--- src/rtl/uart_boot_loader.sv ---
// UART (8N1) boot loader: receives a framed program image, writes it into instruction
// memory word by word and releases the core once length and checksum have been verified.
module uart_boot_loader #(
  parameter int unsigned CLK_FREQ  = 100000000,
  parameter int unsigned BAUD      = 115200,
  parameter int unsigned MEM_WORDS = 1024,
  parameter int unsigned ADDR_W    = 10
) (
  input  logic              CLK100MHZ,
  input  logic              CPU_RESETN,
  input  logic              uart_txd_in,
  output logic              mem_we,
  output logic [ADDR_W-1:0] mem_addr,
  output logic [31:0]       mem_wdata,
  output logic              cpu_hold,
  output logic              boot_done,
  output logic              boot_err
);

  localparam int unsigned ClksPerBit = CLK_FREQ / BAUD;
  localparam int unsigned TimerW     = $clog2(ClksPerBit + 1);
  localparam logic [TimerW-1:0] BitEnd  = TimerW'(ClksPerBit - 1);
  localparam logic [TimerW-1:0] HalfEnd = TimerW'(ClksPerBit / 2 - 1);
  localparam logic [16:0] MemWords = 17'(MEM_WORDS);
  localparam logic [7:0]  Magic    = 8'hB0;

  typedef enum logic [1:0] {StRxIdle, StRxStart, StRxData, StRxStop} rx_state_e;
  typedef enum logic [2:0] {
    StWaitMagic, StLenLo, StLenHi, StData, StCsum, StDone, StError
  } frame_state_e;

  logic              rx_meta_q, rx_sync_q;
  rx_state_e         rx_state_q, rx_state_d;
  logic [TimerW-1:0] timer_q, timer_d;
  logic [2:0]        bit_idx_q, bit_idx_d;
  logic [7:0]        shift_q, shift_d;
  logic              byte_vld_q, byte_vld_d;
  logic              rx_err_q, rx_err_d;

  frame_state_e      frame_q, frame_d;
  logic [15:0]       len_q, len_d;
  logic [ADDR_W:0]   word_cnt_q, word_cnt_d;
  logic [1:0]        byte_cnt_q, byte_cnt_d;
  logic [7:0]        csum_q, csum_d;
  logic [23:0]       wbuf_q, wbuf_d;
  logic              mem_we_q, mem_we_d;
  logic [ADDR_W-1:0] mem_addr_q, mem_addr_d;
  logic [31:0]       mem_wdata_q, mem_wdata_d;
  logic              cpu_hold_q, boot_done_q, boot_err_q;

  // Byte receiver; shift_q holds the assembled byte while byte_vld_q is high.
  always_comb begin
    rx_state_d = rx_state_q;
    timer_d    = timer_q + 1'b1;
    bit_idx_d  = bit_idx_q;
    shift_d    = shift_q;
    byte_vld_d = 1'b0;
    rx_err_d   = 1'b0;
    unique case (rx_state_q)
      StRxIdle: begin
        timer_d = '0;
        if (!rx_sync_q) rx_state_d = StRxStart;
      end
      StRxStart: begin
        if (timer_q == HalfEnd) begin
          timer_d    = '0;
          bit_idx_d  = '0;
          rx_state_d = rx_sync_q ? StRxIdle : StRxData;
        end
      end
      StRxData: begin
        if (timer_q == BitEnd) begin
          timer_d   = '0;
          shift_d   = {rx_sync_q, shift_q[7:1]};
          bit_idx_d = bit_idx_q + 1'b1;
          if (bit_idx_q == 3'd7) rx_state_d = StRxStop;
        end
      end
      StRxStop: begin
        if (timer_q == BitEnd) begin
          timer_d    = '0;
          byte_vld_d = rx_sync_q;
          rx_err_d   = !rx_sync_q;
          rx_state_d = StRxIdle;
        end
      end
      default: rx_state_d = StRxIdle;
    endcase
  end

  // Frame parser and memory write port.
  always_comb begin
    frame_d     = frame_q;
    len_d       = len_q;
    word_cnt_d  = word_cnt_q;
    byte_cnt_d  = byte_cnt_q;
    csum_d      = csum_q;
    wbuf_d      = wbuf_q;
    mem_we_d    = 1'b0;
    mem_addr_d  = mem_addr_q;
    mem_wdata_d = mem_wdata_q;
    // A completed boot is final; a framing error anywhere else aborts the load.
    if (rx_err_q && frame_q != StDone) begin
      frame_d = StError;
    end else if (byte_vld_q) begin
      unique case (frame_q)
        StWaitMagic: if (shift_q == Magic) frame_d = StLenLo;
        StLenLo: begin
          len_d[7:0] = shift_q;
          frame_d    = StLenHi;
        end
        StLenHi: begin
          len_d[15:8] = shift_q;
          if ({shift_q, len_q[7:0]} == 16'd0 || {1'b0, shift_q, len_q[7:0]} > MemWords) begin
            frame_d = StError;
          end else begin
            word_cnt_d = '0;
            byte_cnt_d = '0;
            csum_d     = '0;
            frame_d    = StData;
          end
        end
        StData: begin
          csum_d     = csum_q ^ shift_q;
          wbuf_d     = {shift_q, wbuf_q[23:8]};
          byte_cnt_d = byte_cnt_q + 1'b1;
          if (byte_cnt_q == 2'd3) begin
            mem_we_d    = 1'b1;
            mem_addr_d  = word_cnt_q[ADDR_W-1:0];
            mem_wdata_d = {shift_q, wbuf_q};
            word_cnt_d  = word_cnt_q + 1'b1;
            if (17'(word_cnt_q) == 17'(len_q) - 17'd1) frame_d = StCsum;
          end
        end
        StCsum: frame_d = (shift_q == csum_q) ? StDone : StError;
        default: ;
      endcase
    end
  end

  always_ff @(posedge CLK100MHZ or negedge CPU_RESETN) begin
    if (!CPU_RESETN) begin
      rx_meta_q   <= 1'b1;
      rx_sync_q   <= 1'b1;
      rx_state_q  <= StRxIdle;
      timer_q     <= '0;
      bit_idx_q   <= '0;
      shift_q     <= '0;
      byte_vld_q  <= 1'b0;
      rx_err_q    <= 1'b0;
      frame_q     <= StWaitMagic;
      len_q       <= '0;
      word_cnt_q  <= '0;
      byte_cnt_q  <= '0;
      csum_q      <= '0;
      wbuf_q      <= '0;
      mem_we_q    <= 1'b0;
      mem_addr_q  <= '0;
      mem_wdata_q <= '0;
      cpu_hold_q  <= 1'b1;
      boot_done_q <= 1'b0;
      boot_err_q  <= 1'b0;
    end else begin
      rx_meta_q   <= uart_txd_in;
      rx_sync_q   <= rx_meta_q;
      rx_state_q  <= rx_state_d;
      timer_q     <= timer_d;
      bit_idx_q   <= bit_idx_d;
      shift_q     <= shift_d;
      byte_vld_q  <= byte_vld_d;
      rx_err_q    <= rx_err_d;
      frame_q     <= frame_d;
      len_q       <= len_d;
      word_cnt_q  <= word_cnt_d;
      byte_cnt_q  <= byte_cnt_d;
      csum_q      <= csum_d;
      wbuf_q      <= wbuf_d;
      mem_we_q    <= mem_we_d;
      mem_addr_q  <= mem_addr_d;
      mem_wdata_q <= mem_wdata_d;
      cpu_hold_q  <= (frame_d != StDone);
      boot_done_q <= (frame_d == StDone);
      boot_err_q  <= (frame_d == StError);
    end
  end

  assign mem_we    = mem_we_q;
  assign mem_addr  = mem_addr_q;
  assign mem_wdata = mem_wdata_q;
  assign cpu_hold  = cpu_hold_q;
  assign boot_done = boot_done_q;
  assign boot_err  = boot_err_q;

endmodule
--- config.mk ---
export PLATFORM = sky130hd
export DESIGN_NAME = uart_boot_loader
export DESIGN_NICKNAME = d
export VERILOG_FILES = /design/src/rtl/uart_boot_loader.sv
export SDC_FILE = /design/constraint.sdc
export NUM_CORES = 1
export LEC_CHECK = 0
export CAP_MARGIN = 25
export CORE_MARGIN = 2
export CORE_UTILIZATION = 50
export DETAILED_ROUTE_END_ITERATION = 10
export PLACE_DENSITY = 0.7
export SKIP_LAST_GASP = 1
export SYNTH_ARGS = -nofsm -noshare
export SYNTH_HDL_FRONTEND = slang
export SYNTH_SLANG_ARGS = --single-unit
--- constraint.sdc ---
create_clock -name CLK100MHZ -period 2.7 [get_ports CLK100MHZ]
set_input_delay 0.675 -clock CLK100MHZ [delete_from_list [all_inputs] [get_ports CLK100MHZ]]
set_output_delay 0.675 -clock CLK100MHZ [all_outputs]
set_load 0.05 [all_outputs]
## Word level (Yosys, flattened, before mapping)

Index checks and enable logic that the tools add are counted.

| storage, ports and cells | value |
|---|---|
| input port bits | 3 |
| register bits | 137 |
| output and inout port bits | 46 |

| operators by class | value |
|---|---|
| reduce and logical (&&, ||, !) cells | 18 |
| bitwise operators | 2 |
| multiplexer cells | 36 |
| $add $sub $neg | 5 |
| magnitude comparators | 1 |
| equal/unequal tests | 25 |

Operators by type and width:

| kind | number |
|---|---|
| $pmux W10 S3 | 1 |
| $mux W3 | 8 |
| $mux W11 | 2 |
| $pmux W11 S2 | 1 |
| $mux W10 | 2 |
| $eq A11 B17 Y1 | 1 |
| $sub A16 B1 Y17 const B | 1 |
| $gt A16 B11 Y1 const B | 1 |
| $logic_not A16 Y1 | 1 |
| $mux W2 | 8 |
| $pmux W8 S2 | 1 |
| $pmux W3 S5 | 1 |
| $ne A2 B2 Y1 const B | 7 |
| $eq A3 B3 Y1 const B | 4 |
| $reduce_and A3 Y1 | 4 |
| $add A11 B1 Y11 const B | 1 |
| $add A10 B1 Y10 const B | 1 |
| $eq A10 B10 Y1 const B | 1 |
| $eq A10 B9 Y1 const B | 1 |
| $reduce_and A5 Y1 | 2 |
| $eq A8 B8 Y1 | 1 |
| $eq A8 B8 Y1 const B | 1 |
| $mux W1 | 8 |
| $mux W8 | 1 |
| 21 further kinds | 27 |

## Longest topological paths before layout

Gate-level depths: netlist of the first run.

| logic depth | value |
|---|---|
| depth in word-level cells | 8 |
| depth in mapped cells | 11 |
| depth with buffers taken out | 9 |

## Least setup slack after synthesis of the first run

No wires, ideal clock.

| timing path | value |
|---|---|
| path kind | register to register |
| start | register len_q[0] |
| end | register word_cnt_q[9] |
| period minus slack after synthesis | 2.864 ns |
| path buffers | 2 |
| cell stages (with the launch flop) | 12 |
| data arrival time | 2.727 ns |
| slack | -0.164 ns |
| cells stage by stage | dfrtp_1 inv_1 ha_1 buf_2 nor3b_1 a31oi_1 or4b_1 buf_2 a211o_4 nor4_2 xnor2_1 nor2_1 |

| between the ends | value |
|---|---|
| longest elaborated chain between the ends | 4 |
| elaborated cells on any way between the ends | 5 |

RTL lines:

| what | line | RTL |
|---|---|---|
| from (decl) | 41 | `logic [15:0] len_q, len_d;` |
| from (signal assigned) | 173 | `len_q <= len_d;` |
| $gt A16 B11 Y1 or $logic_not A16 Y1 (tied branches) | 114 | `if ({shift_q, len_q[7:0]} == 16'd0 \|\| {1'b0, shift_q, len_q[7:0]} > MemWords) begin` |
| $logic_or A1 B1 Y1 * | 114 |  |
| $ne A2 B2 Y1 (no source line) * | n/a |  |
| $reduce_and A5 Y1 (no source line) * | n/a |  |
| to (signal assigned) | 174 | `word_cnt_q <= word_cnt_d;` |
| to (decl) | 42 | `logic [ADDR_W:0] word_cnt_q, word_cnt_d;` |

Mark *: on every way between the ends. The rest lies on a longest branch, timed or not.
A chain may end at the register's enable or synchronous reset.

## Worst setup path in the final report of the first run

| timing path | value |
|---|---|
| start | register len_q[1] |
| end | register boot_err_q (netlist: boot_err) |

| between the ends | value |
|---|---|
| longest elaborated chain between the ends | 8 |
| elaborated cells on any way between the ends | 12 |

RTL lines:

| what | line | RTL |
|---|---|---|
| $sub A16 B1 Y17 | 132 | `if (17'(word_cnt_q) == 17'(len_q) - 17'd1) frame_d = StCsum;` |
| $eq A11 B17 Y1 | 132 |  |
| $mux W3 | 132 |  |
| $mux W3 | 127 | `if (byte_cnt_q == 2'd3) begin` |
| $pmux W3 S5 * | 106 | `unique case (frame_q)` |
| $mux W3 * | 105 | `end else if (byte_vld_q) begin` |
| $mux W3 * | 103 | `if (rx_err_q && frame_q != StDone) begin` |
| net frame_d[2] | 40 | `frame_state_e frame_q, frame_d;` |
| $eq A3 B3 Y1 * | 183 | `boot_err_q <= (frame_d == StError);` |
| to (signal assigned) | 183 |  |
| to (decl) | 49 | `logic cpu_hold_q, boot_done_q, boot_err_q;` |

Mark *: on every way through the listed nets, which the timed path passes. The rest lies on a longest branch.

==> results.env, run 1 <==
FILLERINSTANCES=1004
TRITONCTS='yes'
CLKTRANSATPATHREGS_NS=0.05
CRIT_FANOUT=4
TIMING.CRITICAL_PATH.CELLS='buf_4 > or4_4 > nor3_1 > a21oi_1 > a2111oi_2 > a31oi_1 > o31ai_1 > buf_4 > nor3b_1'
CLOCK-SINKS=137
FLOORPLAN.DIE.HEIGHT_UM=116
GLOBALROUTE.BUSIESTLAYER='met2'
CRITICALPATHCATEGORY='flip-flop to flip-flop'
GRT_PASS1_VIAS=4403
GP_ROUTABILITY_CONGESTION=0.931
TNS_NS=0
DETAILEDROUTE.FIRSTITERATIONVIOLATIONS=293
SHARE_SEQ_OF_TOTAL_POWER_PCT=46.9
HOLD_PATH.CLASS='input pin to asynchronous set/reset pin'
POST_DRT_VIA_CELL_RATIO=5.43
CTS.PATH.MAX_BUFFERS=2
COREAREA_UM2=12100
CLOCK_INSERTION_DELAY_WORST_SKEW_NS=0.41
INITIAL_UTILIZATION_PCT=51.6
SYN-INSTANCE-COUNT=582
DRT-TOTAL-WL_MM=12.9
CORE.ROWCOUNT=40
SYNTH.YOSYS.WARNINGS=0
GLOBALROUTEMET3UTIL_PCT=5.02
PLACE_HPWL_MM=8.82
ENDPOINT_KIND='flip-flop'
POWERDENSITY_nW_PER_UM2=571
DRC=0
OVERFLOW=0
AVGSYNTHCELLAREA_UM2=10.7
ACHIEVABLE-FREQUENCY_MHz=391
CRITPATHREQUIREDTIME_NS=3.02
LEAKAGE_uW=0.00376
IOS=49
CRITICAL_PATH.MOST_COMMON_CELL='sky130_fd_sc_hd__buf_4'
GROUTE.USAGE.OVERALL_PCT=20.8
SYNTH_TOP_CELLS_BY_AREA='sky130_fd_sc_hd__dfrtp_1, sky130_fd_sc_hd__mux2_2, sky130_fd_sc_hd__nand2_1'
RUN_STATUS='finished clean'
WORSTREGTOREGCELLS=9
ANTENNA_FOUND_INITIAL=0
CRITPATHARRIVALTIME_NS=2.88
SLEW_VIOLATIONS=0
CRIT_CELLS=9
AREAGROWTHSYNTHTOFINISH_PCT=22.9
DESIGN.FINAL.NETS=653
GLOBALROUTEMET1UTIL_PCT=28.6
DETAIL_ROUTE.WL_PER_CELL_UM=15.7
SLOWEST_STAGE='sky130_fd_sc_hd__or4_4'
DIEWIDTH_UM=116
FINAL_CORE_UTILIZATION_PCT=63.5
FIRST_PASS_GRT_WIRE_LENGTH_MM=21.6
POSTSYNTHREGISTERBITS=137
FINAL-HOLD-VIOLATION-COUNT=0
CTS_INSERTED_BUFFERS=17
CLOCK_ROOT_BUFFER_MASTER='sky130_fd_sc_hd__clkbuf_16'
MIN_TCLK_POST_ROUTE_NS=2.56
DR_TOTAL_VIAS=4465
REPORT.FINAL.SETUP_VIOL=0
GLOBAL_ROUTE.USAGE.MET2_PCT=32.0
INTERNAL_PORTION_OF_TOTAL_POWER_uW=3520
SYNTH_EDF_COUNT=0
CTS-HTREE-LEVELS=4
UNREPAIRED_SETUP_ENDPOINTS_AFTER_GLOBAL_ROUTING='yes'
VDD_IR_DROP_MAX_mV=0.320
R2R_SETUP_SLACK_NS=0.14
FP.DIEAREA_UM2=13400
SYNTHESIS.NETS=592
GRT_START_MAX_NET_PINS=81
P_SW_SHARE_PCT=19.8
SYNTH_TOP_CELLS_BY_COUNT='sky130_fd_sc_hd__dfrtp_1, sky130_fd_sc_hd__nand2_1, sky130_fd_sc_hd__mux2_2, sky130_fd_sc_hd__nor2_1, sky130_fd_sc_hd__o21ai_0'
SYNTH_TOP_AREA_SHARE_PCT=53.6
WORST-PATH-BUF-INV=2
YS_TYPES=57
SYNTH_ASYNC_SR_FLOP_SHARE_PCT=100
COMB_POWER_SHARE_PCT=1.1
PORT_BUFFERS=48
TOP_COUNT_CELL_POST_SYNTH='sky130_fd_sc_hd__dfrtp_1'
ANTENNA_VIOLATING_NETS_LEFT=0
MAX_CAP_VIOL_COUNT=0
POWER.SWITCHING_uW=870
YOSYSSEQAREASHARE_PCT=54.9
CLOCKPOWERSHARE_PCT=52.0
FIRSTDRTPASSITERS=4
CRITICAL-PATH-MAX-STAGE-DELAY_NS=0.54
SYNTH.LARGEST_AREA_CELL='sky130_fd_sc_hd__dfrtp_1'
WORSTSETUPSTARTPOINTTYPE='flip-flop'
MAPPEDNETLISTAREA_UM2=6250
POST_ROUTE_CELLS_DRIVE_ABOVE_1_SHARE_PCT=21.5
SYNTH-MAIN-FF-CELL='sky130_fd_sc_hd__dfrtp_1'
CLOCK_SKEW_NS=0.00664
WORST_SLEW_PIN_SLEW_NS=0.503
RELSLEWSLACK_PCT=66.4
CP_TOP_FAMILY='simple AND/OR/NAND/NOR gates'
INSERTEDDIODECOUNT=0
FINAL.PERIOD_UTILIZATION_PCT=94.7
[sequential cells by signal (all words and copies together) (netlist names), 2 cells and up, named ones only]
| register | cells |
|---|---|
| frame_q | 3 |
| wbuf_q | 24 |
| shift_q | 8 |
| mem_addr | 10 |
| byte_cnt_q | 2 |
| word_cnt_q | 11 |
| bit_idx_q | 3 |
| len_q | 16 |
| mem_wdata | 32 |
| timer_q | 10 |
| csum_q | 8 |
[final cells by class]
class / count / area (µm²) / share of cell area, %
clock buffers: 21 / 480 / 6.25
clock inverters: 10 / 116 / 1.51
inverters: 17 / 63.8 / 0.830
multi-input cells: 395 / 2670 / 34.8
flip-flops and latches: 137 / 3430 / 44.7
well taps: 168 / 210 / 2.73
repair buffers: 75 / 709 / 9.23
[routing by layer]
metal | up-vias | wire, µm
li1 | 2131 | -
met5 | - | 0
met2 | 97 | 6100
met4 | 0 | 206
met3 | 23 | 553
met1 | 2214 | 6030
[final timing paths]
kind | start | endpoint
setup / recovery | len_q[1] | boot_err
hold / removal | CPU_RESETN | len_q[10]
setup reg to reg | len_q[1] | boot_err
hold reg to reg | rx_meta_q | rx_sync_q
max in group asynchronous | CPU_RESETN | wbuf_q[3]
min in group CLK100MHZ | rx_meta_q | rx_sync_q
[power by group through the flow]
stage / combinational [µW] / sequential [µW] / clock [µW]
floorplan: 0.770 / 2090 / 0
global placement: 51.0 / 2090 / 0
detailed placement: 52.1 / 2090 / 0
CTS: 52.3 / 2060 / 2330
global route: 58.3 / 2060 / 2430
finish: 48.7 / 2060 / 2280
[worst reg2reg max path, delay by kind of cell, from the launching register on]
| kind | cells | cell delay, ns |
|---|---|---|
| buf+inv | 2 | 0.31 |
| flops | 1 | 0.42 |
| simple gates | 3 | 0.91 |
| compound gates | 4 | 0.83 |
[layout by cell type, fill, tap and decap left out, types with 9 or more instances in the layout]
| cell | n |
|---|---|
| sky130_fd_sc_hd__clkbuf_16 | 17 |
| sky130_fd_sc_hd__mux2_2 | 62 |
| sky130_fd_sc_hd__o21ai_0 | 29 |
| sky130_fd_sc_hd__nand3_1 | 13 |
| sky130_fd_sc_hd__dfrtp_1 | 133 |
| sky130_fd_sc_hd__buf_4 | 25 |
| sky130_fd_sc_hd__nand2_1 | 100 |
| sky130_fd_sc_hd__xnor2_1 | 19 |
| sky130_fd_sc_hd__inv_1 | 17 |
| sky130_fd_sc_hd__nor3_1 | 9 |
| sky130_fd_sc_hd__xor2_1 | 18 |
| sky130_fd_sc_hd__nor2_1 | 44 |
| sky130_fd_sc_hd__clkdlybuf4s50_1 | 47 |
[logic make-up (layout without fill, tap and decap cells)]
| family | Yosys count | count (layout) | share of synthesized area [%] |
|---|---|---|---|
| buf+inv | 50 | 123 | 3.18 |
| compound gates | 68 | 68 | 7.10 |
| mux | 63 | 63 | 11.3 |
| flops | 137 | 137 | 54.9 |
| simple gates | 220 | 220 | 16.9 |
| xor+xnor | 37 | 37 | 5.18 |
| fa+ha+maj | 7 | 7 | 1.40 |
[stage by stage]
step	worst slack (ns)	instance area [µm²]	instances	total power [µW]	hold WS, ns
2_1_floorplan	0.0219	6270	582	2100	0.345
3_3_place_gp	-0.0739	7030	789	2150	0.348
3_5_place_dp	-0.0248	7030	789	2150	0.348
4_1_cts	0.0294	7630	820	4440	0.0822
5_1_grt	-0.00298	7690	823	4540	0.0856
6_report	0.144	7690	823	4390	0.0910
[what timing repair did]
item                                    in CTS  in global routing
cloned                                       0                  0
gates resized for setup                      1                  8
pin swaps                                    0                  8
hold buffers                                 0                  0
setup buffers                                0                  3
endpoints found under the setup margin       1                 15
Power figures use the tool's default switching activity.
==> run 2: changes to the inputs <==
CORE_MARGIN = unset   (was 2)
==> run 2 against run 1 <==
Clock power down 3%; cell count fell by 0.12%; core utilization up 0.062 points; clock skew about the same; critical path depth stayed put; flip-flop and latch count is the same; first-iteration DRC count up 3.1%; count of clock-buffer cells in the layout increased by 3; highest routed layer unchanged; global-route usage increased by 1.1 points; die area fell by 3.4%.
==> results.env, run 2 (same netlist as run 1, synthesis figures left out) <==
SLOWEST_STAGE='sky130_fd_sc_hd__or4b_4'
CLOCK_SKEW_NS=0.00646
AREAGROWTHSYNTHTOFINISH_PCT=23.0
AREA.SEQUENTIAL_UM2=3430
CORE.ROWCOUNT=40
GRT_START_MAX_NET_PINS=60
CRITPATHREQUIREDTIME_NS=3.00
FP.DIEAREA_UM2=13000
FINAL-HOLD-VIOLATION-COUNT=0
CRIT-REG2REG-CAPTURE='csum_q[3]'
GRT_PASS1_VIAS=4434
DETAILEDROUTE.FIRSTITERATIONVIOLATIONS=302
CTS.PATH.MAX_BUFFERS=2
CLOCK-SINKS=137
FIRSTDRTPASSITERS=4
SLEW_VIOLATIONS=0
HOLD_PATH.CLASS='input pin to asynchronous set/reset pin'
WORSTREGTOREGCELLS=9
POST_DP_CELL_AREA_UM2=7010
CLKTRANSATPATHREGS_NS=0.06
POWERDENSITY_nW_PER_UM2=562
OVERFLOW=0
COREAREA_UM2=12100
DIEWIDTH_UM=114
PLACE_HPWL_MM=8.68
CLOCK_INSERTION_DELAY_WORST_SKEW_NS=0.42
WORST_SLEW_PIN_SLEW_NS=0.517
DRC=0
FINAL.PERIOD_UTILIZATION_PCT=98.0
CRITICALPATHCATEGORY='flip-flop to flip-flop'
SETUP_SLACK_PLACEMENT_NS=-0.239
RUN_STATUS='finished clean'
TIMING.HOLD.WS_NS=0.203
TIMING.CRITICAL_PATH.CELLS='inv_1 > ha_1 > nor3b_4 > a31oi_1 > or4b_4 > a211o_4 > buf_4 > o21ai_0 > o21ai_0'
CRITICAL-PATH-MAX-STAGE-DELAY_NS=0.54
MAX_CAP_VIOL_COUNT=0
GROUTE.USAGE.OVERALL_PCT=21.9
IOS=49
POST_DRT_VIA_CELL_RATIO=5.43
DESIGN_AREA_UM2=7690
FIRST_PASS_GRT_WIRE_LENGTH_MM=21.8
CRITPATHARRIVALTIME_NS=2.94
DP.CELLS=787
RELSLEWSLACK_PCT=65.4
FILLERINSTANCES=977
LEAKAGE_uW=0.00376
MIN_TCLK_POST_ROUTE_NS=2.65
TRITONCTS='yes'
GP_ROUTABILITY_CONGESTION=0.869
ENDPOINT_KIND='flip-flop'
CTS-HTREE-LEVELS=4
CTS_INSERTED_BUFFERS=17
VDD_IR_DROP_MAX_mV=0.311
DR_TOTAL_VIAS=4466
CLOCK_ROOT_BUFFER_MASTER='sky130_fd_sc_hd__clkbuf_16'
MULTI_INPUT_AREA_UM2=2720
DRT-TOTAL-WL_MM=12.9
LAYOUT_COMMON_CELLS='sky130_fd_sc_hd__dfrtp_1, sky130_fd_sc_hd__nand2_1, sky130_fd_sc_hd__mux2_2'
INSERTEDDIODECOUNT=0
INITIAL_UTILIZATION_PCT=51.6
FINAL_CORE_UTILIZATION_PCT=63.5
POST_ROUTE_CELLS_DRIVE_ABOVE_1_SHARE_PCT=20.9
FLOORPLAN.DIE.HEIGHT_UM=114
LAYOUT_SETUP_WS_NS=0.0537
WORSTSETUPSTARTPOINTTYPE='flip-flop'
FINALNONFILLERCELLS=822
REPORT.FINAL.SETUP_VIOL=0
ANTENNA_VIOLATING_NETS_LEFT=0
LARGEST_REGISTER_FFS=32
PORT_BUFFERS=48
UNREPAIRED_SETUP_ENDPOINTS_AFTER_GLOBAL_ROUTING='yes'
WORST_R2R_STARTPOINT='len_q[1]'
CRITICAL_PATH.MOST_COMMON_CELL='sky130_fd_sc_hd__o21ai_0'
DETAIL_ROUTE.WL_PER_CELL_UM=15.7
R2R_SETUP_SLACK_NS=0.05
ANTENNA_FOUND_INITIAL=0
DESIGN.FINAL.NETS=651
CRIT_FANOUT=10
ACHIEVABLE-FREQUENCY_MHz=378
LAYOUT.CELLS.MOST_COMMON='sky130_fd_sc_hd__dfrtp_1'
[run 2: worst max path at each step]
stage,startpoint,endpoint,cells after the start
2_1_floorplan,len_q[0],word_cnt_q[9],11
3_3_place_gp,len_q[0],boot_err,10
3_5_place_dp,len_q[0],boot_err,10
4_1_cts,len_q[0],boot_err,10
5_1_grt,len_q[1],word_cnt_q[9],9
6_report,len_q[1],csum_q[3],9
[run 2: worst max-delay path, delay by kind of cell (launching register included)]
| family | cells | cell delay [ns] |
|---|---|---|
| buffers and inverters | 2 | 0.26 |
| AND/OR/NAND/NOR | 2 | 0.80 |
| adder cells (fa/ha/maj) | 1 | 0.18 |
| flip-flops | 1 | 0.44 |
| AO/OA/AOI/OAI | 4 | 0.83 |
[run 2: repair_timing]
item,CTS,global route
pin swaps,0,5
endpoints found under the setup margin,6,17
resized for setup,4,13
hold buffers,0,0
cloned,0,0
buffers inserted,0,3
[run 2: metal layers]
layer  share of wire, %  vias to the layer above  track usage (%)  wire length [µm]
li1                   -                     2129                -                 -
met1                 48                     2243             29.5              6130
met2                 47                       73             33.6              6070
met3                3.6                       21             5.95               462
met4                1.9                        0             9.09               240
met5                  0                        -                0                 0
[run 2: area by class of cell]
cell class,instances,area share (%)
flip-flops and latches,137,44.6
multi-input cells,395,35.4
repair buffers,73,9.03
clock buffers,24,6.13
well taps,168,2.73
clock inverters,8,1.27
inverters,17,0.829
[run 2: report_power, final]
group | switching (µW) | total (µW) | leakage [µW] | internal, µW
combinational | 39.8 | 46.8 | 0.00161 | 6.98
sequential | 0.960 | 2060 | 0.00189 | 2060
clock | 821 | 2220 | 0.000270 | 1400
[run 2: stage by stage]
step           power, µW  setup TNS, ns
2_1_floorplan       2100              0
3_3_place_gp        2140         -0.204
3_5_place_dp        2140         -0.547
4_1_cts             4370              0
5_1_grt             4470         -0.250
6_report            4330              0
==> run 3: changes to the inputs <==
ABC_CLOCK_PERIOD_IN_PS = 2700   (was unset)
CORE_UTILIZATION = 40   (was 50)
PLACE_DENSITY = 0.58   (was 0.7)
==> run 3 against run 2 <==
Critical path depth unchanged; clock power is essentially flat; global-route usage shrank 4.0 points; critical path type unchanged; largest cell class unchanged; highest routed layer unchanged.
==> results.env, run 3 (same netlist as run 1, synthesis figures left out) <==
RUN_STATUS='finished clean'
LARGEST_REGISTER_FFS=32
WORST_SLEW_PIN_SLEW_NS=0.525
FLOORPLAN.DIE.HEIGHT_UM=127
FIRST_PASS_GRT_WIRE_LENGTH_MM=22.4
FP.DIEAREA_UM2=16100
CTS_INSERTED_BUFFERS=17
FINAL.PERIOD_UTILIZATION_PCT=94.4
GROUTE.USAGE.OVERALL_PCT=17.9
POST_DRT_VIA_CELL_RATIO=5.23
TIMING.CRITICAL_PATH.CELLS='inv_1 > ha_2 > nor3b_4 > a31oi_1 > or4b_4 > a211o_4 > nor4_2 > xnor2_1 > nor2_1'
P_SW_SHARE_PCT=20.5
CLOCK_SKEW_NS=0.00795
ANTENNA_FOUND_INITIAL=0
CTS.PATH.MAX_BUFFERS=2
LEAKAGE_uW=0.00379
INSERTEDDIODECOUNT=0
DR_TOTAL_VIAS=4432
CORE.ROWCOUNT=45
DETAIL_ROUTE.WL_PER_CELL_UM=15.8
WORSTSETUPSTARTPOINTTYPE='flip-flop'
CLOCK-SINKS=137
TRITONCTS='yes'
CLOCK_INSERTION_DELAY_WORST_SKEW_NS=0.41
ANTENNA_VIOLATING_NETS_LEFT=0
MIN_TCLK_POST_ROUTE_NS=2.55
SLOWEST_STAGE='sky130_fd_sc_hd__or4b_4'
VDD_IR_DROP_MAX_mV=0.429
HOLD_PATH.CLASS='input pin to asynchronous set/reset pin'
COREAREA_UM2=15200
DRT-TOTAL-WL_MM=13.4
POWERDENSITY_nW_PER_UM2=563
CLOCKPOWERSHARE_PCT=51.7
RELSLEWSLACK_PCT=65.0
MAX_CAP_VIOL_COUNT=0
DESIGN.FINAL.NETS=658
CRITICALPATHCATEGORY='flip-flop to flip-flop'
PORT_BUFFERS=48
AREAGROWTHSYNTHTOFINISH_PCT=23.8
SHARE_SEQ_OF_TOTAL_POWER_PCT=47.2
INITIAL_UTILIZATION_PCT=41.1
PLACE_HPWL_MM=9.00
DRC=0
ACHIEVABLE-FREQUENCY_MHz=392
HOLD_BUFFERS=0
CRITICAL-PATH-MAX-STAGE-DELAY_NS=0.54
GRT_START_MAX_NET_PINS=55
INTERNAL_PORTION_OF_TOTAL_POWER_uW=3470
REPORT.FINAL.SETUP_VIOL=0
GP_ROUTABILITY_CONGESTION=0.888
POWER.SWITCHING_uW=894
LAYOUT_COMMON_CELLS='sky130_fd_sc_hd__dfrtp_1, sky130_fd_sc_hd__nand2_1, sky130_fd_sc_hd__mux2_2'
TIMING.HOLD.WS_NS=0.224
P_TOTAL_uW=4360
CTS-HTREE-LEVELS=4
CLKTRANSATPATHREGS_NS=0.06
SLEW_VIOLATIONS=0
IOS=49
DIEWIDTH_UM=127
FIRSTDRTPASSITERS=4
CRITPATHARRIVALTIME_NS=2.85
LAYOUT.CELLS.MOST_COMMON='sky130_fd_sc_hd__dfrtp_1'
CLOCK_ROOT_BUFFER_MASTER='sky130_fd_sc_hd__clkbuf_16'
CRITPATHREQUIREDTIME_NS=3.00
DETAILEDROUTE.FIRSTITERATIONVIOLATIONS=230
OVERFLOW=0
POST_ROUTE_CELLS_DRIVE_ABOVE_1_SHARE_PCT=22.2
TNS_NS=0
GRT_PASS1_VIAS=4348
FINAL-HOLD-VIOLATION-COUNT=0
ENDPOINT_KIND='flip-flop'
CRIT_FANOUT=6
COMB_POWER_SHARE_PCT=1.1
-- run 3: critical path, delay by kind of cell (launching register included) --
family	cells	cell delay, ns
simple gates	4	1.09
compound gates	2	0.51
flops	1	0.44
fa+ha+maj	1	0.18
xor+xnor	1	0.15
buf+inv	1	0.07
-- run 3: path summary, 6_finish.rpt --
kind | cells past startpoint | slack, ns | endpoint | from
min in group CLK100MHZ | 0 | 0.35 | rx_sync_q | rx_meta_q
worst min register to register | 0 | 0.35 | rx_sync_q | rx_meta_q
worst min-delay path | 1 | 0.22 | len_q[0] | CPU_RESETN
worst max-delay path | 9 | 0.15 | word_cnt_q[8] | len_q[1]
max in group asynchronous | 2 | 1.74 | rx_sync_q | CPU_RESETN
worst max register to register | 9 | 0.15 | word_cnt_q[8] | len_q[1]
-- run 3: repair_timing --
action	4_1_cts	5_1_grt
gates resized for setup	2	11
buffers inserted	0	1
pin swaps	0	3
setup endpoints to repair	4	23
-- run 3: cell type report --
class	instances	area [µm²]
Tap cell	188	235
Multi-Input combinational cell	395	2700
Clock inverter	10	120
Clock buffer	20	457
Sequential cell	137	3430
Fill cell	1363	7460
Timing Repair Buffer	80	734
Inverter	17	63.8
-- run 3: metrics by stage --
step | std cells | util [%] | cell area [µm²] | setup slack [ns]
final | 847 | 50.9 | 7740 | 0.151
after global routing | 847 | 50.9 | 7740 | -0.00801
after CTS | 846 | 50.5 | 7680 | 0.0310
after detailed placement | 816 | 46.7 | 7090 | -0.238
after global placement | 816 | 46.7 | 7090 | -0.139
after floorplan | 582 | - | 6270 | 0.0219
-- run 3: power by group through the flow --
stage / clock [µW] / combinational, µW / sequential (µW)
2_1_floorplan: 0 / 0.770 / 2090
3_3_place_gp: 0 / 52.8 / 2090
3_5_place_dp: 0 / 53.9 / 2090
4_1_cts: 2310 / 54.3 / 2060
5_1_grt: 2400 / 60.0 / 2060
6_report: 2250 / 49.6 / 2060
-- run 3: layer usage --
metal	vias up	global-route usage, %	share of wire [%]
li1	2134	-	-
met1	2215	25.5	51
met2	66	26.7	45
met3	17	3.69	2.4
met4	0	7.35	1.8
met5	-	0	0
